File: src/rtl/snac_pkg.sv
`default_nettype none
// ============================================================================
//  Module      : snac_pkg
//  Description : Shared types, rate constants and timing helpers for the
//                SNAC SNES controller poller.
//  Revision    : 1.0 - initial release
// ============================================================================
package snac_pkg;

    // Frame sequencer states
    typedef enum logic [2:0] {
        ST_IDLE   = 3'd0,
        ST_LATCH  = 3'd1,
        ST_CLK_LO = 3'd2,
        ST_CLK_HI = 3'd3,
        ST_DONE   = 3'd4
    } state_e;

    // Poll rates selectable through sample_rate
    localparam int unsigned RATE_HZ_60   = 60;
    localparam int unsigned RATE_HZ_250  = 250;
    localparam int unsigned RATE_HZ_500  = 500;
    localparam int unsigned RATE_HZ_1000 = 1000;

    // Counter widths: period counter covers 60 Hz at 96 MHz, half-bit covers 6 us
    localparam int PERIOD_W = 21;
    localparam int HALF_W   = 10;

    // Map the 3-bit rate select onto a poll frequency; codes 3..7 all mean 1 kHz
    function automatic int unsigned rate_to_hz(input logic [2:0] sel);
        case (sel)
            3'd0:    return RATE_HZ_60;
            3'd1:    return RATE_HZ_250;
            3'd2:    return RATE_HZ_500;
            default: return RATE_HZ_1000;
        endcase
    endfunction

    // Poll period in clock cycles
    function automatic int unsigned period_cycles(input int unsigned freq,
                                                  input int unsigned hz);
        return freq / hz;
    endfunction

    // Half-bit time (6 us) in clock cycles
    function automatic int unsigned half_bit_cycles(input int unsigned freq);
        return (freq / 1_000_000) * 6;
    endfunction

endpackage
`default_nettype wire

File: src/rtl/snac_rate_timer.sv
`default_nettype none
// ============================================================================
//  Module      : snac_rate_timer
//  Description : Free-running poll-period counter; pulses o_tick once per
//                period selected by sample_rate.
//  Revision    : 1.0 - initial release
// ============================================================================
module snac_rate_timer
    import snac_pkg::*;
#(
    parameter int unsigned MASTER_CLK_FREQ = 96_000_000
) (
    input  logic       i_clk,
    input  logic       i_rst,
    input  logic [2:0] sample_rate,
    output logic       o_tick
);

    localparam logic [PERIOD_W-1:0] C_P0_M1 =
        PERIOD_W'(period_cycles(MASTER_CLK_FREQ, rate_to_hz(3'd0)) - 1);
    localparam logic [PERIOD_W-1:0] C_P1_M1 =
        PERIOD_W'(period_cycles(MASTER_CLK_FREQ, rate_to_hz(3'd1)) - 1);
    localparam logic [PERIOD_W-1:0] C_P2_M1 =
        PERIOD_W'(period_cycles(MASTER_CLK_FREQ, rate_to_hz(3'd2)) - 1);
    localparam logic [PERIOD_W-1:0] C_P3_M1 =
        PERIOD_W'(period_cycles(MASTER_CLK_FREQ, rate_to_hz(3'd3)) - 1);

    logic [PERIOD_W-1:0] cnt_q, cnt_d;
    logic [PERIOD_W-1:0] limit;
    logic                tick;

    // Terminal count follows the live rate select; the >= compare makes a
    // counter already past a newly shortened period wrap on the next cycle.
    always_comb begin
        case (sample_rate)
            3'd0:    limit = C_P0_M1;
            3'd1:    limit = C_P1_M1;
            3'd2:    limit = C_P2_M1;
            default: limit = C_P3_M1;
        endcase
        tick  = (cnt_q >= limit);
        cnt_d = tick ? '0 : cnt_q + 1'b1;
    end

    // Period counter register
    always_ff @(posedge i_clk or posedge i_rst) begin
        if (i_rst) begin
            cnt_q <= '0;
        end else begin
            cnt_q <= cnt_d;
        end
    end

    assign o_tick = tick;

endmodule
`default_nettype wire

File: src/rtl/snac_snes_poller.sv
`default_nettype none
// ============================================================================
//  Module      : snac_snes_poller
//  Description : SNES LATCH/CLK sequencer for two controllers on the SNAC
//                port; publishes active-high 16-bit button words per frame.
//  Revision    : 1.0 - initial release
// ============================================================================
module snac_snes_poller
    import snac_pkg::*;
#(
    parameter int unsigned MASTER_CLK_FREQ = 96_000_000,
    parameter int          NBITS           = 16
) (
    input  logic             i_clk,
    input  logic             i_rst,
    input  logic             i_ena,
    input  logic [2:0]       sample_rate,
    input  logic             i_p1_dat,
    input  logic             i_p2_dat,
    output logic             o_latch,
    output logic             o_clk,
    output logic [NBITS-1:0] p1_btn_state,
    output logic [NBITS-1:0] p2_btn_state,
    output logic             busy,
    output logic             o_stb
);

    localparam int                BIT_W     = $clog2(NBITS);
    localparam logic [HALF_W-1:0] C_HALF_M1 = HALF_W'(half_bit_cycles(MASTER_CLK_FREQ) - 1);
    localparam logic [BIT_W-1:0]  C_LAST    = BIT_W'(NBITS - 1);

    logic tick;

    snac_rate_timer #(
        .MASTER_CLK_FREQ (MASTER_CLK_FREQ)
    ) u_rate_timer (
        .i_clk       (i_clk),
        .i_rst       (i_rst),
        .sample_rate (sample_rate),
        .o_tick      (tick)
    );

    state_e             state_q, state_d;
    logic [HALF_W-1:0]  half_q, half_d;
    logic               latch2_q, latch2_d;   // second half of the 2H latch pulse
    logic [BIT_W-1:0]   bit_q, bit_d;
    logic [NBITS-1:0]   sh1_q, sh1_d, sh2_q, sh2_d;
    logic [NBITS-1:0]   p1_q, p1_d, p2_q, p2_d;
    logic               busy_q, busy_d;
    logic               stb_q, stb_d;
    logic [1:0]         p1_sync_q, p1_sync_d, p2_sync_q, p2_sync_d;

    // Next-state logic: synchronizers, frame sequencing and bit capture
    always_comb begin
        state_d   = state_q;
        half_d    = half_q;
        latch2_d  = latch2_q;
        bit_d     = bit_q;
        sh1_d     = sh1_q;
        sh2_d     = sh2_q;
        p1_d      = p1_q;
        p2_d      = p2_q;
        busy_d    = busy_q;
        stb_d     = 1'b0;
        p1_sync_d = {p1_sync_q[0], i_p1_dat};
        p2_sync_d = {p2_sync_q[0], i_p2_dat};

        case (state_q)
            ST_IDLE: begin
                if (tick && i_ena) begin
                    state_d  = ST_LATCH;
                    half_d   = '0;
                    latch2_d = 1'b0;
                    bit_d    = '0;
                    busy_d   = 1'b1;
                end
            end
            // 2H is too long for the half-bit counter, so count H twice
            ST_LATCH: begin
                if (half_q == C_HALF_M1) begin
                    half_d   = '0;
                    latch2_d = 1'b1;
                    if (latch2_q) begin
                        state_d = ST_CLK_LO;
                    end
                end else begin
                    half_d = half_q + 1'b1;
                end
            end
            // Capture at the end of the low phase, just ahead of the rising edge
            ST_CLK_LO: begin
                if (half_q == C_HALF_M1) begin
                    half_d       = '0;
                    sh1_d[bit_q] = p1_sync_q[1];
                    sh2_d[bit_q] = p2_sync_q[1];
                    state_d      = ST_CLK_HI;
                end else begin
                    half_d = half_q + 1'b1;
                end
            end
            ST_CLK_HI: begin
                if (half_q == C_HALF_M1) begin
                    half_d = '0;
                    bit_d  = bit_q + 1'b1;
                    state_d = (bit_q == C_LAST) ? ST_DONE : ST_CLK_LO;
                end else begin
                    half_d = half_q + 1'b1;
                end
            end
            // Buttons are active-low on the wire; publish inverted
            ST_DONE: begin
                p1_d    = ~sh1_q;
                p2_d    = ~sh2_q;
                stb_d   = 1'b1;
                busy_d  = 1'b0;
                state_d = ST_IDLE;
            end
            default: begin
                state_d = ST_IDLE;
            end
        endcase
    end

    // State registers; synchronizers reset to the idle-high line level
    always_ff @(posedge i_clk or posedge i_rst) begin
        if (i_rst) begin
            state_q   <= ST_IDLE;
            half_q    <= '0;
            latch2_q  <= 1'b0;
            bit_q     <= '0;
            sh1_q     <= '0;
            sh2_q     <= '0;
            p1_q      <= '0;
            p2_q      <= '0;
            busy_q    <= 1'b0;
            stb_q     <= 1'b0;
            p1_sync_q <= 2'b11;
            p2_sync_q <= 2'b11;
        end else begin
            state_q   <= state_d;
            half_q    <= half_d;
            latch2_q  <= latch2_d;
            bit_q     <= bit_d;
            sh1_q     <= sh1_d;
            sh2_q     <= sh2_d;
            p1_q      <= p1_d;
            p2_q      <= p2_d;
            busy_q    <= busy_d;
            stb_q     <= stb_d;
            p1_sync_q <= p1_sync_d;
            p2_sync_q <= p2_sync_d;
        end
    end

    assign o_latch      = (state_q == ST_LATCH);
    assign o_clk        = (state_q != ST_CLK_LO);
    assign p1_btn_state = p1_q;
    assign p2_btn_state = p2_q;
    assign busy         = busy_q;
    assign o_stb        = stb_q;

endmodule
`default_nettype wire

File: config.mk
export PLATFORM = sky130hd
export DESIGN_NAME = snac_snes_poller
export DESIGN_NICKNAME = d
export VERILOG_FILES = /design/src/rtl/snac_pkg.sv /design/src/rtl/snac_rate_timer.sv /design/src/rtl/snac_snes_poller.sv
export SDC_FILE = /design/constraint.sdc
export NUM_CORES = 1
export LEC_CHECK = 0
export CORE_MARGIN = 5
export CORE_UTILIZATION = 61
export DETAILED_ROUTE_END_ITERATION = 12
export PLACE_DENSITY = 0.84
export SYNTH_ARGS = -nofsm -noshare
export SYNTH_HDL_FRONTEND = slang
export SYNTH_HIERARCHICAL = 1
export SYNTH_SLANG_ARGS = --single-unit
File: constraint.sdc
create_clock -name i_clk -period 6.4 [get_ports i_clk]
set_input_delay 1.28 -clock i_clk [delete_from_list [all_inputs] [get_ports i_clk]]
set_output_delay 1.28 -clock i_clk [all_outputs]
set_load 0.02 [all_outputs]
==> impl_summary.txt <==
----------------------------------------------------
[Clock network]
  CTS buffer count ... 9
  Post-CTS setup-driven buffer insertion count ... 0
  Number of gates given a new drive strength after cts ... 0
  Clock slew at reported path FFs ... 110 ps
  TritonCTS clock tree ... done
  Number of levels the H-tree was split into ... 3
  Clock tree root driver cell ... sky130_fd_sc_hd__clkbuf_8
  Buffers from clock root to sink, at most ... 2
  Number of clock sinks ... about 110
  Later-pin clock latency in the skew report ... roughly 380 ps
  Post-cts hold buffer count ... 0

[Run status]
  Status ... finished, final reports clean

[Run]
  Max-cap viol count ... 0

[Cells and area]
  Ratio of cells with drive above 1 in the final layout ... 13.54%
  Number of diodes added for antenna fixing ... 0
  Area added between synthesis and finish ... 13.93%
  Count of placed standard cells in the final layout, fillers left out ... 597
  Final layout net count ... 514

[Logic synthesis]
  Count of warnings emitted by yosys ... 6
  Top post-synthesis cells by area ... sky130_fd_sc_hd__dfrtp_1 (53%), sky130_fd_sc_hd__mux2_2 (7.1%), sky130_fd_sc_hd__o21ai_0 (4.8%)
  Largest family of logic cells by synthesized area ... simple AND/OR/NAND/NOR gates
  Share of the synthesized netlist area taken by xor and xnor gates ... 3.547%
  Register bit count reported by yosys ... 109
  Gate count after technology mapping ... 455
  Post-synthesis share of cell area spent on and, or, nand and nor gates ... 16.70%
  Synthesized cell area ... ~4900 um2
  Share of flip-flops with an asynchronous set or reset after synthesis ... 100.0%
  Net count after synthesis ... 479
  Share of synthesized area occupied by flip-flops and latches ... ~55%
  Synth unique cells ... 52
  Area fraction of the dominant cell type after synthesis ... a little over half
  Synth Area in Compound Gates ... 9.704%
  Most frequently used flop master after synthesis ... sky130_fd_sc_hd__dfrtp_1
  Mux share of post-synthesis cell area ... approximately 7.7%
  Adder-Cell Fraction of Synth Area ... 4.054%
  Area leader, netlist ... sky130_fd_sc_hd__dfrtp_1
  Number of enable flip-flop cells after synthesis ... 0
  Post-synthesis average cell area ... 10.85 um2

[Power]
  Switching pwr ... 0.3498 mW
  Clock network power share ... around 32%
  Sequential share of power ... 60.1%
  Power per unit of standard cell area ... roughly 230 nW/um2
  Internal ... 0.9174 mW
  Reported leakage power ... 2.631 nW
  Switching portion of total power ... 27.60%
  Worst-case vdd ir drop ... 145.6 uV
  Combinational group share of total power ... 7.5%

[Drt]
  Wire length per cell after detailed routing ... 16.04 um
  DRC violation total after the first TritonRoute iteration ... 147
  Final wirelength ... 9.573 mm
  Vias ... about 3500
  DRC violation count after routing ... 0
  Per-cell via count in the routed design ... 5.811
  Initial DRT Pass Iterations ... 4
  Number of nets still failing antenna checks after routing ... 0

[Global route]
  Global-route wire length before repair ... 16.73 mm
  Met1 usage in global routing ... 29.42%
  GR Util met3 ... 3.405%
  Overall overflow remaining after global route ... 0
  Vias in the first global route ... 3454
  Number of antenna violations at the first check in global routing ... 0
  Largest net degree at the start of global routing ... 78
  Most Crowded Layer GR ... met2
  Met2 global-route usage ... 32.79%
  Aggregate global-route resource usage ... 20.75%

[Floorplanning]
  Io pins ... 44
  Die Width ... 99.98 um
  Die boundary height ... roughly 100 um
  Placement Rows ... 32
  Starting density of the core ... 63.25%
  Core footprint ... 7807 um2
  DIE AREA ... 9995 um2

[Placed design]
  Placer Congestion ... roughly 0.82
  Post-Place Worst Slack ... about 2000 ps
  I/O Buffers ... 43
  HPWL reported at the end of detailed placement ... 6.554 mm
  Cell Count Post-Placement ... 581

[STA]
  Max Slew Vio Count ... 0
  Clock period minus final worst setup slack ... between 4000 and 5000 ps
  Relative slew slack ... a little over a third
  Total of endpoints with negative setup slack in the final report ... 0
  Setup TNS ... 0 ps
  Final hold vios ... 0
  Period utilisation layout ... 62.51%
  Top achievable clock speed ... about 250 MHz
  RSZ-0062 raised after global routing ... false
  Worst setup margin ... 2400 ps
  Clk_skew ... 18.39 ps
  Hold Worst Slack ... 361.8 ps
  Slew at the pin closest to its max-slew limit ... between 900 and 1000 ps

[Critical path]
  Critical-path cell list ... clkdlybuf4s50_1 -> or3_1 -> ha_1 -> nand4_1 -> a21oi_1 -> a2111oi_2 -> o41ai_4 -> nand2_1 -> nor4_1 -> or4_1 -> nand2_1
  Biggest fanout along the worst timing path ... 6
  Critical Path Source Type ... input pin
  Endpoint of the lowest-slack register-to-register path ... bit_q[3]
  CP Class ... in2reg
  Number of cell instances on the worst register-to-register path ... 9
  Endpoint type of the worst setup path ... register
  Slowest cell on the critical path ... sky130_fd_sc_hd__or4_1
  Setup slack of the worst register-to-register path ... 3810 ps
  Worst flop-to-flop path startpoint ... u_rate_timer/cnt_q[16]
  CP max stage delay ... 520 ps
  Cell type with the highest occurrence count on the critical path ... sky130_fd_sc_hd__nand2_1
  WP data required ... 6700 ps
  Arrival time at the worst endpoint ... 4300 ps

[Worst hold path]
  Origin of the worst min-delay path ... p2_sync_q[0]
  Number of cells on the worst hold path ... 0
  Worst min path class ... reg2reg
  Hold EP ... p2_sync_q[1]

----------------------------------------------------
## area by class of cell
type	instances	area (um2)
clock inverters	6	62.56
well taps	102	127.6
repair buffers	45	445.4
multi-input cells	310	2063
inverters	15	57.56
flip-flops and latches	109	2733
clock buffers	10	137.6
fillers	525	2181
## worst max path at each step
stage	start	cells past startpoint	slack, ps	endpoint
6_report	sample_rate[1]	11	2400	bit_q[3]
5_1_grt	sample_rate[1]	11	2250	bit_q[3]
4_1_cts	sample_rate[1]	11	2430	bit_q[3]
3_5_place_dp	sample_rate[1]	11	2040	bit_q[3]
3_3_place_gp	sample_rate[0]	11	2210	bit_q[3]
2_1_floorplan	sample_rate[0]	11	2630	bit_q[3]
## placed cells by master (no fill, tap or decap), drive strengths merged, types with 3 or more instances in the layout
cell type	netlist	routed
a31oi	4	4
and4	4	4
nor2	32	32
nor3	3	3
nand2	62	62
nand4	14	14
nor4	7	7
clkdlybuf4s50	0	43
ha	16	16
dfstp	4	4
or4	3	3
xor2	12	12
inv	15	18
mux2	33	33
dfrtp	105	105
xnor2	8	8
clkbuf	16	10
o21ai	47	47
nand3	21	21
a21o	4	4
clkinv	0	3
a21oi	10	10
## synthesized netlist by cell type, types with 2 or more instances
| master | n |
|---|---|
| sky130_fd_sc_hd__o21ai_0 | 47 |
| sky130_fd_sc_hd__or4_1 | 3 |
| sky130_fd_sc_hd__mux2_1 | 2 |
| sky130_fd_sc_hd__o211ai_1 | 2 |
| sky130_fd_sc_hd__a31oi_1 | 4 |
| sky130_fd_sc_hd__ha_1 | 16 |
| sky130_fd_sc_hd__buf_2 | 2 |
| sky130_fd_sc_hd__clkbuf_1 | 16 |
| sky130_fd_sc_hd__dfrtp_1 | 105 |
| sky130_fd_sc_hd__nor4_2 | 2 |
| sky130_fd_sc_hd__inv_1 | 13 |
| sky130_fd_sc_hd__a22o_1 | 2 |
| sky130_fd_sc_hd__nand2_1 | 62 |
| sky130_fd_sc_hd__inv_2 | 2 |
| sky130_fd_sc_hd__nand3_1 | 21 |
| sky130_fd_sc_hd__nor2b_1 | 2 |
| sky130_fd_sc_hd__mux2_2 | 31 |
| sky130_fd_sc_hd__and3_1 | 2 |
| sky130_fd_sc_hd__a21oi_1 | 10 |
| sky130_fd_sc_hd__nor2_1 | 32 |
| sky130_fd_sc_hd__a2111oi_2 | 2 |
| sky130_fd_sc_hd__xor2_1 | 12 |
| sky130_fd_sc_hd__a21o_1 | 4 |
| sky130_fd_sc_hd__dfstp_2 | 4 |
| sky130_fd_sc_hd__nor3_1 | 2 |
| sky130_fd_sc_hd__buf_4 | 2 |
| sky130_fd_sc_hd__nand4_1 | 13 |
| sky130_fd_sc_hd__or3_1 | 2 |
| sky130_fd_sc_hd__nor4_1 | 4 |
| sky130_fd_sc_hd__xnor2_1 | 8 |
| sky130_fd_sc_hd__and2_1 | 2 |
| sky130_fd_sc_hd__and4_1 | 4 |
## per-layer routing
metal,up-vias,wire length [um]
li1,1668,-
met1,1717,4457
met2,71,4593
met3,13,400
met4,0,121
met5,-,0
## cell families after synthesis
group | count (synthesis)
xor+xnor | 20
buf+inv | 36
mux | 34
fa+ha+maj | 16
compound gates | 78
simple gates | 162
flops | 109
## sequential cells by signal, summed over array words and instances (netlist names)
name / count
state_q: 3
p2_sync_q: 2
sh1_q: 16
half_q: 10
u_rate_timer/cnt_q: 21
p1_sync_q: 2
latch2_q: 1
sh2_q: 16
bit_q: 4
busy: 1
p2_btn_state: 16
o_stb: 1
p1_btn_state: 16
## worst max-delay path: cells and delay by family
family	cells	cell delay (ps)
AOI/OAI and AO/OA	3	760
adders and majority gates	1	340
buffers and inverters	1	490
and+or+nand+nor	6	1430
## power groups by stage
stage | sequential, mW | clock, mW | combinational, mW
2_1_floorplan | 0.754 | 0 | 0.0823
6_report | 0.761 | 0.411 | 0.0948
5_1_grt | 0.768 | 0.450 | 0.110
4_1_cts | 0.759 | 0.419 | 0.0953
3_3_place_gp | 0.769 | 0 | 0.0898
3_5_place_dp | 0.772 | 0 | 0.0948
## metrics by stage
step / util [%] / power (mW) / cell area [um2]
2_1_floorplan: - / 0.8367 / 4938
3_3_place_gp: 69.50 / 0.8589 / 5426
3_5_place_dp: 69.50 / 0.8669 / 5426
4_1_cts: 72.07 / 1.273 / 5627
5_1_grt: 72.07 / 1.328 / 5627
6_report: 72.07 / 1.267 / 5627
Power figures use the tool's default switching activity.
